--- config.mk ---
export PLATFORM = sky130hd
export DESIGN_NAME = stream_demux_1to2
export DESIGN_NICKNAME = d
export VERILOG_FILES = /design/src/rtl/stream_demux_1to2.sv
export SDC_FILE = /design/constraint.sdc
export NUM_CORES = 1
export LEC_CHECK = 0
export ABC_AREA = 1
export CAP_MARGIN = 20
export CORE_MARGIN = 5
export CORE_UTILIZATION = 30
export CTS_CLUSTER_DIAMETER = 80
export DETAILED_ROUTE_END_ITERATION = 8
export DONT_BUFFER_PORTS = 1
export SETUP_SLACK_MARGIN = 0.05
export SLEW_MARGIN = 30
export SYNTH_ARGS = -nofsm -noshare
export SYNTH_HDL_FRONTEND = slang
export SYNTH_SLANG_ARGS = --single-unit
--- constraint.sdc ---
create_clock -name clk -period 3.69 [get_ports clk]
set_input_delay 0.5535 -clock clk [delete_from_list [all_inputs] [get_ports clk]]
set_output_delay 0.5535 -clock clk [all_outputs]
set_load 0.01 [all_outputs]
--- src/rtl/stream_demux_1to2.sv ---
// ---------------------------------------------------------------------------
// stream_demux_1to2
//   Packet-aware 1-to-2 stream demultiplexer. The channel is chosen from s_sel
//   on the first beat of a packet and is held until the beat carrying s_last.
//   Each output channel has a one-entry registered stage. Per-channel counters
//   record how many complete packets were accepted into each channel.
//
// Ports
//   clk, rst_n                 clock, asynchronous active-low reset
//   s_valid/s_ready/s_data/
//   s_last/s_sel               upstream stream and channel select
//   m0_valid/m0_ready/
//   m0_data/m0_last            channel 0 downstream stream
//   m1_valid/m1_ready/
//   m1_data/m1_last            channel 1 downstream stream
//   pkt_cnt0, pkt_cnt1         wrap-around completed-packet counters
//   busy                       a packet is in progress
// ---------------------------------------------------------------------------
module stream_demux_1to2 #(
  parameter int DATA_W = 8,
  parameter int CNT_W  = 8
) (
  input  logic              clk,
  input  logic              rst_n,
  input  logic              s_valid,
  output logic              s_ready,
  input  logic [DATA_W-1:0] s_data,
  input  logic              s_last,
  input  logic              s_sel,
  output logic              m0_valid,
  input  logic              m0_ready,
  output logic [DATA_W-1:0] m0_data,
  output logic              m0_last,
  output logic              m1_valid,
  input  logic              m1_ready,
  output logic [DATA_W-1:0] m1_data,
  output logic              m1_last,
  output logic [CNT_W-1:0]  pkt_cnt0,
  output logic [CNT_W-1:0]  pkt_cnt1,
  output logic              busy
);

  typedef enum logic [1:0] {
    IDLE   = 2'd0,
    ROUTE0 = 2'd1,
    ROUTE1 = 2'd2
  } state_t;

  state_t state, state_nxt;
  logic   target;
  logic   slot_free0, slot_free1;
  logic   accept, load0, load1;

  // A slot can take a new beat when it is empty or being drained this cycle,
  // so a pop and a load may coincide for full throughput.
  assign slot_free0 = !m0_valid || m0_ready;
  assign slot_free1 = !m1_valid || m1_ready;

  // Target is live from s_sel only between packets; mid-packet it is locked.
  // NOTE: every variable assigned in always_comb gets a default first so no
  // path leaves it unassigned, which would infer a latch.
  always_comb begin
    target    = s_sel;
    state_nxt = state;
    unique case (state)
      ROUTE0:  target = 1'b0;
      ROUTE1:  target = 1'b1;
      default: target = s_sel;
    endcase
    if (accept) begin
      if (s_last)      state_nxt = IDLE;
      else if (state == IDLE)
        state_nxt = s_sel ? ROUTE1 : ROUTE0;
    end
  end

  // s_ready depends only on the target slot, never on s_valid.
  assign s_ready = target ? slot_free1 : slot_free0;
  assign accept  = s_valid && s_ready;
  assign load0   = accept && !target;
  assign load1   = accept &&  target;
  assign busy    = (state != IDLE);

  // NOTE: sequential state uses non-blocking assignments so every register
  // samples pre-edge values regardless of statement order.
  always_ff @(posedge clk or negedge rst_n) begin
    if (!rst_n) state <= IDLE;
    else        state <= state_nxt;
  end

  // Output stages. Data/last are cleared on reset too, so a discarded
  // partial packet leaves nothing visible on the outputs.
  // NOTE: data registers are reset here because the interface promises
  // zeroed outputs after reset; pure datapath storage would not need it.
  always_ff @(posedge clk or negedge rst_n) begin
    if (!rst_n) begin
      m0_valid <= 1'b0;
      m0_data  <= '0;
      m0_last  <= 1'b0;
    end else if (load0) begin
      m0_valid <= 1'b1;
      m0_data  <= s_data;
      m0_last  <= s_last;
    end else if (m0_ready) begin
      m0_valid <= 1'b0;
    end
  end

  always_ff @(posedge clk or negedge rst_n) begin
    if (!rst_n) begin
      m1_valid <= 1'b0;
      m1_data  <= '0;
      m1_last  <= 1'b0;
    end else if (load1) begin
      m1_valid <= 1'b1;
      m1_data  <= s_data;
      m1_last  <= s_last;
    end else if (m1_ready) begin
      m1_valid <= 1'b0;
    end
  end

  // Counters count packets accepted into the stage (on the s_last beat),
  // not packets delivered downstream; they wrap with no saturation.
  always_ff @(posedge clk or negedge rst_n) begin
    if (!rst_n) begin
      pkt_cnt0 <= '0;
      pkt_cnt1 <= '0;
    end else begin
      if (load0 && s_last) pkt_cnt0 <= pkt_cnt0 + CNT_W'(1);
      if (load1 && s_last) pkt_cnt1 <= pkt_cnt1 + CNT_W'(1);
    end
  end

endmodule

Word-level counts from Yosys, hierarchy flattened
Index checks and enable logic that the tools add are counted.
{"block": "word_totals", "register_bits": 38, "out_inout_bits": 38, "wordCells": 38}
{"block": "op_classes", "n_addsub": 2, "n_eq_ne": 2, "muxes": 9, "reduce_logical": 16}
{"cell": "adder 8 x 1 -> 8 bit, second input constant", "n": 2}
{"cell": "nonzero test 2 bit", "n": 4}
{"cell": "2-to-1 mux 2 bit", "n": 3}
{"cell": "logical AND 1 bit", "n": 5}
{"cell": "2-to-1 mux 1 bit", "n": 5}
{"cell": "logical NOT 1 bit", "n": 3}
{"cell": "equality test 2 x 1 -> 1 bit, second input constant", "n": 1}
{"cell": "equality test 2 bit, second input constant", "n": 1}
{"cell": "logical NOT 2 bit", "n": 1}
{"cell": "logical OR 1 bit", "n": 2}
{"cell": "case mux 1 bit (2 select lines)", "n": 1}
{"cell": "AND reduction 2 bit", "n": 1}

Longest topological paths before layout
{"block": "depth", "depth_word": 6, "ltp_mapped": 11, "depth_no_buf": 10}

Worst setup path after synthesis
No wires, ideal clock.
{"block": "synth_path", "kind": "flip-flop to output port", "start": "register state[0]", "end": "output port s_ready", "arrival_time_ns": 1.023, "required_ns": 3.137, "slack_ns": 2.113, "stages_incl_launch_ff": 8, "n_path_buf": 0, "cell_sequence": "dfrtp_1 > inv_1 > ha_1 > inv_1 > nand2_2 > nand2_2 > nand2_1 > nand2_1"}
{"block": "synth_via", "elab_chain_len": 3}
{"item": "from (decl)", "line_no": "49", "rtl": "state_t state, state_nxt;"}
{"item": "from (signal assigned)", "line_no": "88", "rtl": "else state <= state_nxt;"}
{"item": "equality test 2 bit / equality test 2 x 1 -> 1 bit (equally long branches)", "line_no": "65", "rtl": "unique case (state)"}
{"item": "case mux 1 bit (2 select lines) *", "line_no": "65"}
{"item": "2-to-1 mux 1 bit *", "line_no": "78", "rtl": "assign s_ready = target ? slot_free1 : slot_free0;"}
{"item": "to (decl)", "line_no": "26", "rtl": "output logic s_ready,"}
Every way passes the cells marked *; elsewhere a longest branch is shown, timed or not.

Worst setup path in the final report
{"block": "layout_path", "start": "register state[0]", "end": "register pkt_cnt0[5]"}
{"block": "layout_via", "elab_chain_len": 6}
{"item": "equality test 2 bit / equality test 2 x 1 -> 1 bit (equally long branches)", "line_no": "65"}
{"item": "case mux 1 bit (2 select lines) *", "line_no": "65"}
{"item": "2-to-1 mux 1 bit", "line_no": "78"}
{"item": "logical AND 1 bit", "line_no": "79", "rtl": "assign accept = s_valid && s_ready;"}
{"item": "logical AND 1 bit *", "line_no": "80", "rtl": "assign load0 = accept && !target;"}
{"item": "logical AND 1 bit *", "line_no": "130", "rtl": "if (load0 && s_last) pkt_cnt0 <= pkt_cnt0 + CNT_W'(1);"}
{"item": "to (signal assigned)", "line_no": "130"}
{"item": "to (decl)", "line_no": "38", "rtl": "output logic [CNT_W-1:0] pkt_cnt0,"}
Marks and branches as above.
A chain may end at the register's enable or synchronous reset.

==> out/metrics.yaml <==
synth_cell_type_count: 21
num-fill-cells: 637
grt_pass1_wl_um: 6660
cts_buffer_depth: 2
hp-class: "in -> async"
groute.usage.overall: 0.109
p_clk_frac: 0.194
critical_path.endpoint_type: "register"
weighted_congestion_reported_at_the_end_of_routability_driven_placement: 0.802
pwr_density_cell_nw_per_um2: 736
synthMostInstantiatedCell: "sky130_fd_sc_hd__nand2_1"
top_flip_flop_cell_by_instance_count_after_synthesis: "sky130_fd_sc_hd__dfrtp_1"
initial_utilization: 0.312
yosys.area.top_type_share: 0.508
drc_errors: 0
clock-root-buffer: "sky130_fd_sc_hd__clkbuf_8"
number_of_antenna_violations_at_the_first_check_in_global_routing: 0
yosys.area_share.adder: 0.0268
syn-cell-area_um2: 1870
postSynthNetCount: 250
buffer_count_from_post_cts_setup_fixing: 0
first_iter_violations: 58
crit_required_ns: 3.92
cpMostUsedCell: "sky130_fd_sc_hd__nand2_1"
worst_slew_margin_rel: 0.472
net-switching-power_mw: 0.634
route.vias.total: 1420
drive_above_1_share: 0.106
top_level_ports: 53
pin_count_of_the_biggest_net_entering_global_routing: 39
path_max_fanout: 20
ff_latch_count_synth: 38
routed_wirelength_um: 4020
finalHoldViolCount: 0
rows: 28
clock_tree.htree_level_count: 2
worst_path_max_delay_cell: "sky130_fd_sc_hd__nand4_1"
fp.dieH_um: 89.0
crit_path_cell_trace: "inv_1 -> ha_1 -> nand2_1 -> nand4_1 -> nor2_4 -> nand2_1 -> nand2_1"
area_delta_synth_final_pct: 9.16
critPathMaxStageDelay_ns: 0.64
share_seq_of_total_power: 0.526
clock_latency_reported_for_the_late_side_of_the_worst_skew_pair_ns: 0.28
drt-pass1-iter-count: 4
max_cap_viol_count: 0
synth_top_family_by_area: "simple AND/OR/NAND/NOR gates"
most_area_hungry_cell_type_in_the_yosys_netlist: "sky130_fd_sc_hd__dfrtp_1"
setup_total_negative_slack_ns: 0
outcome: "completed"
setup_viol: 0
power.share.switching: 0.422
synthesis.yosys.warnings: 0
globalRoute.totalOverflow: 0
yosys-top-cells-area: "sky130_fd_sc_hd__dfrtp_1 (51%), sky130_fd_sc_hd__nand2_1 (20%), sky130_fd_sc_hd__inv_1 (6.4%)"
synth_xor_xnor_area_share: 0.0187
comb_power_share: 0.280
crit_path_start_kind: "register"
synth_enable_flop_cells: 0
clock_skew_ns: 0.00364
cts_made_buffers: 5
io_buffers: 0
placeableCoreArea_um2: 5990
synthesis.area_per_instance_um2: 8.10
number_of_global_route_vias_before_repair: 1381
layout_min_cycle_time_ns: 2.15
synth-compound-area-share: 0.0669
timing.fmax_mhz: 466
die_area_um2: 7910
tightest_slew_ns: 0.790
layout.nets: 254
cp_data_arrival_time_ns: 2.37
power_leakage_nw: 1.13
insertedDiodeCount: 0
critPathKind: "reg -> reg"
synth_simple_gate_area_frac: 0.293
timing.final.crit_share: 0.581
die_x_um: 89.0
via_per_instance_ratio: 4.57
synth_seq_area_share: 0.508
synth_cells: 231
clock_tree_from_tritoncts: "built"
asyncSetResetFlopFracSynth: 1.00
ant_nets: 0
synth.area.mux_share: 0
place_hpwl_um: 2950
internal_power_mw: 0.869
design_power_total_mw: 1.50
detail_route.wl_per_cell_um: 12.9
synthTopCellsByCount: "sky130_fd_sc_hd__nand2_1 (98), sky130_fd_sc_hd__dfrtp_1 (38), sky130_fd_sc_hd__inv_1 (32)"
worst_setup_hold_path_clk_slew_ns: 0.07
vdd_drop_max_mv: 0.304
final-max-slew-violation-count: 0
unrepaired_setup_endpoints_after_global_routing: "no"
cts.sinks: 38
-- timing repair --
item	CTS	global route
hold endpoints to repair	38	0
gates resized for setup	0	0
hold buffers	1	0
-- registers in the layout, indices dropped and copies added, names as in the netlist --
name,cells
m0_data,8
m1_data,8
pkt_cnt0,8
pkt_cnt1,8
state,2
m0_last,1
m0_valid,1
m1_last,1
m1_valid,1
-- power groups by stage --
stage / sequential, mW / combinational [mW] / clock (mW)
2_1_floorplan: 0.750 / 0.368 / 0
3_3_place_gp: 0.801 / 0.407 / 0
3_5_place_dp: 0.804 / 0.420 / 0
4_1_cts: 0.797 / 0.434 / 0.308
5_1_grt: 0.814 / 0.493 / 0.328
6_report: 0.790 / 0.421 / 0.292
-- per-stage QoR --
step | util | setup WS [ns] | hold slack (ns) | std cells | cell area, um2
2_1_floorplan | - | 2.11 | 0.258 | 231 | 1870
3_3_place_gp | 0.322 | 1.56 | 0.259 | 302 | 1930
3_5_place_dp | 0.322 | 1.52 | 0.259 | 302 | 1930
4_1_cts | 0.341 | 1.49 | 0.103 | 311 | 2040
5_1_grt | 0.341 | 1.28 | 0.0970 | 311 | 2040
6_report | 0.341 | 1.54 | 0.0961 | 311 | 2040
-- per-layer routing --
layer,track usage,routed length (um)
met5,0,0
met4,0.0379,51
met1,0.130,1670
met3,0.0618,534
met2,0.165,1770
-- worst paths after layout --
kind,cells past startpoint,start,to,slack [ns]
min,1,rst_n,pkt_cnt0[5]$_DFFE_PN0P_,0.1
min reg2reg,2,state[0]$_DFFE_PN0P_,state[0]$_DFFE_PN0P_,0.48
min in group clk,2,s_valid,state[0]$_DFFE_PN0P_,0.42
max in group asynchronous,1,rst_n,pkt_cnt1[2]$_DFFE_PN0P_,3.39
max reg2reg,7,state[0]$_DFFE_PN0P_,pkt_cnt0[5]$_DFFE_PN0P_,1.54
max,7,state[0]$_DFFE_PN0P_,pkt_cnt0[5]$_DFFE_PN0P_,1.54
-- area by class of cell --
| type | count | area (um2) | area share |
|---|---|---|---|
| Sequential cell | 38 | 951 | 0.466 |
| Inverter | 34 | 128 | 0.0625 |
| Clock inverter | 1 | 5.00 | 0.00245 |
| Clock buffer | 7 | 86.3 | 0.0423 |
| Tap cell | 75 | 93.8 | 0.0460 |
| Timing Repair Buffer | 1 | 20.0 | 0.00980 |
| Multi-Input combinational cell | 155 | 758 | 0.371 |
-- cell usage in the layout, fill, tap and decap left out, types with 2 or more instances in the layout --
master                     synthesis  final
sky130_fd_sc_hd__nand3_1           7      7
sky130_fd_sc_hd__nor2_1            5      5
sky130_fd_sc_hd__nand2_2           3      3
sky130_fd_sc_hd__o21ai_0          11     11
sky130_fd_sc_hd__nand3b_1          2      2
sky130_fd_sc_hd__ha_1              4      4
sky130_fd_sc_hd__inv_2             2      2
sky130_fd_sc_hd__o21ai_2           8      8
sky130_fd_sc_hd__clkbuf_8          0      6
sky130_fd_sc_hd__nor3_1            2      2
sky130_fd_sc_hd__inv_1            32     32
sky130_fd_sc_hd__nor2_4            2      2
sky130_fd_sc_hd__xor2_1            3      3
sky130_fd_sc_hd__dfrtp_1          38     38
sky130_fd_sc_hd__nand2_1          98     98
sky130_fd_sc_hd__nand4_1           7      7
-- logic make-up (layout without fill, tap and decap cells) --
| kind of cell | count (synthesis) | count (layout) |
|---|---|---|
| compound gates | 19 | 19 |
| simple gates | 128 | 128 |
| xor+xnor | 4 | 4 |
| flops | 38 | 38 |
| fa+ha+maj | 4 | 4 |
| buf+inv | 38 | 43 |
-- worst max-delay path: cells and delay by family (launching register included) --
family | cells | cell delay, ns
adder cells (fa/ha/maj) | 1 | 0.30
buffers and inverters | 1 | 0.07
flip-flops | 1 | 0.35
AND/OR/NAND/NOR | 5 | 1.36
Note: power is estimated with default switching activity, not from simulation.
==> patch, RTL diff (same settings) <==
Change the parameter `CNT_W` from 8 to 9.
--- a/src/rtl/stream_demux_1to2.sv
+++ b/src/rtl/stream_demux_1to2.sv
@@ -20,3 +20,3 @@
   parameter int DATA_W = 8,
-  parameter int CNT_W  = 8
+  parameter int CNT_W  = 9
 ) (
Interface: changed (resized pkt_cnt0 and pkt_cnt1); port bits go from 53 to 55. The function was not compared with the original's and may differ.
==> patch against the unedited design <==
Routed wire length increased by 13%; sequential share of layout area decreased by 0.67 points; cell count increased by 7.4%; setup slack improved by 0.11 ns; power increased by 6.8%; synthesized cell count increased by 9.1%; area after synthesis increased by 4.1%; die area increased by 3.6%; first-iteration DRC count increased by 29%; count of clock-buffer cells in the layout decreased by 2; design area increased by 6.8%; sequential cell count increased by 2; sequential power increased by 2%.
==> patch: results (changes against the unedited design) <==
Outcome
  – Status: complete, no violations

Synth
  – Register area share after synthesis: 0.514 (+0.00578)
  – Post-synth net total: 271 (+8.4%)
  – Largest cells by area after synthesis: dfrtp_1 51%, nand2_1 21%, inv_1 6.6%
  – Seq cells post-synth: 40 (+5.3%)
  – Post-synth top cells: 111 x nand2_1, 40 x dfrtp_1, 34 x inv_1

Finish
  – Fraction of area in registers: 0.459 (-0.00671)
  – Share of cells above drive strength 1: 0.0545 (-0.0515)
  – Clock network share of area: 0.0591 (+0.0144)
  – Inverters: 36 (+5.9%)
  – Fin nets: 276 (+8.7%)
  – Non-clock buffer share of cell area: 0.0126 (+0.00282)
  – Clk_buf instances: 5 (-2)
  – Repair and plain buffers: 2 (+1)
  – Comb_multi_in: 172 (+11%)
  – Fill cell count: 680 (+6.8%)

Place
  – # placed instances: 326 (+7.9%)
  – Placement Cell Area: 0.00203 mm2 (+5.2%)
  – Hpwl dp: 3.24 mm (+9.9%)

Pwr
  – Worst IR drop on VDD: 0.271 mV (-11%)
  – Power density over cell area: 736 mW/mm2 (about the same)

Setup path
  – FF-to-FF End: pkt_cnt1[3]
  – Critical Path End: s_ready
  – R2r setup slk: 1.71 ns (+0.17 ns)
  – Critical path start-end classification: reg -> out

Global routing
  – Number of global-route vias before repair: 1,530 (+11%)
  – GR Util All Layers: 0.113 (+0.00379)
  – First-pass GRT wire length: 7.54 mm (+13%)

Timing
  – Tcrit/Tclk final: 0.550 (-0.0309)
  – Fin Clk Skew: 0.0117 ns (+0.00805 ns)
  – Worst Hold Slack: 0.0985 ns (+0.00241 ns)
  – Slew headroom: 0.709 (+0.238)

Routing
  – Routed WL: 4.55 mm (+13%)
  – Vias/cell: 4.68 (+2.4%)
  – Initial DRC Count: 75 (+29%)

Floorplan
  – Tapcells: 77 (+2.7%)
patch: logic make-up (layout without fill, tap and decap cells):
family | count (synthesis) | after routing | share of synthesized area
simple gates | 144 | 144 | 0.310
xor+xnor | 5 | 5 | 0.0225
buf+inv | 40 | 45 | 0.0790
compound gates | 19 | 19 | 0.0488
flops | 40 | 40 | 0.514
fa+ha+maj | 4 | 4 | 0.0257
patch: per-layer routing:
metal | global-route usage | vias up | part of all wire
li1 | - | 781 | -
met1 | 0.133 | 727 | 0.43
met2 | 0.179 | 43 | 0.47
met3 | 0.0400 | 11 | 0.072
met4 | 0.0583 | 0 | 0.030
met5 | 0 | - | 0
patch: power by group:
group          total (mW)  switching (mW)  internal [mW]
Combinational       0.381           0.255          0.126
Sequential          0.803           0.213          0.590
Clock               0.420           0.154          0.266
Total                1.60           0.622          0.982
patch: critical path, stage by stage (launching register included):
cell     delay, ns
dfrtp_1       0.35
inv_1         0.06
ha_1          0.30
inv_1         0.05
nand2_1       0.08
nand2_1       0.10
nand2_1       0.06
nand2_1       0.19
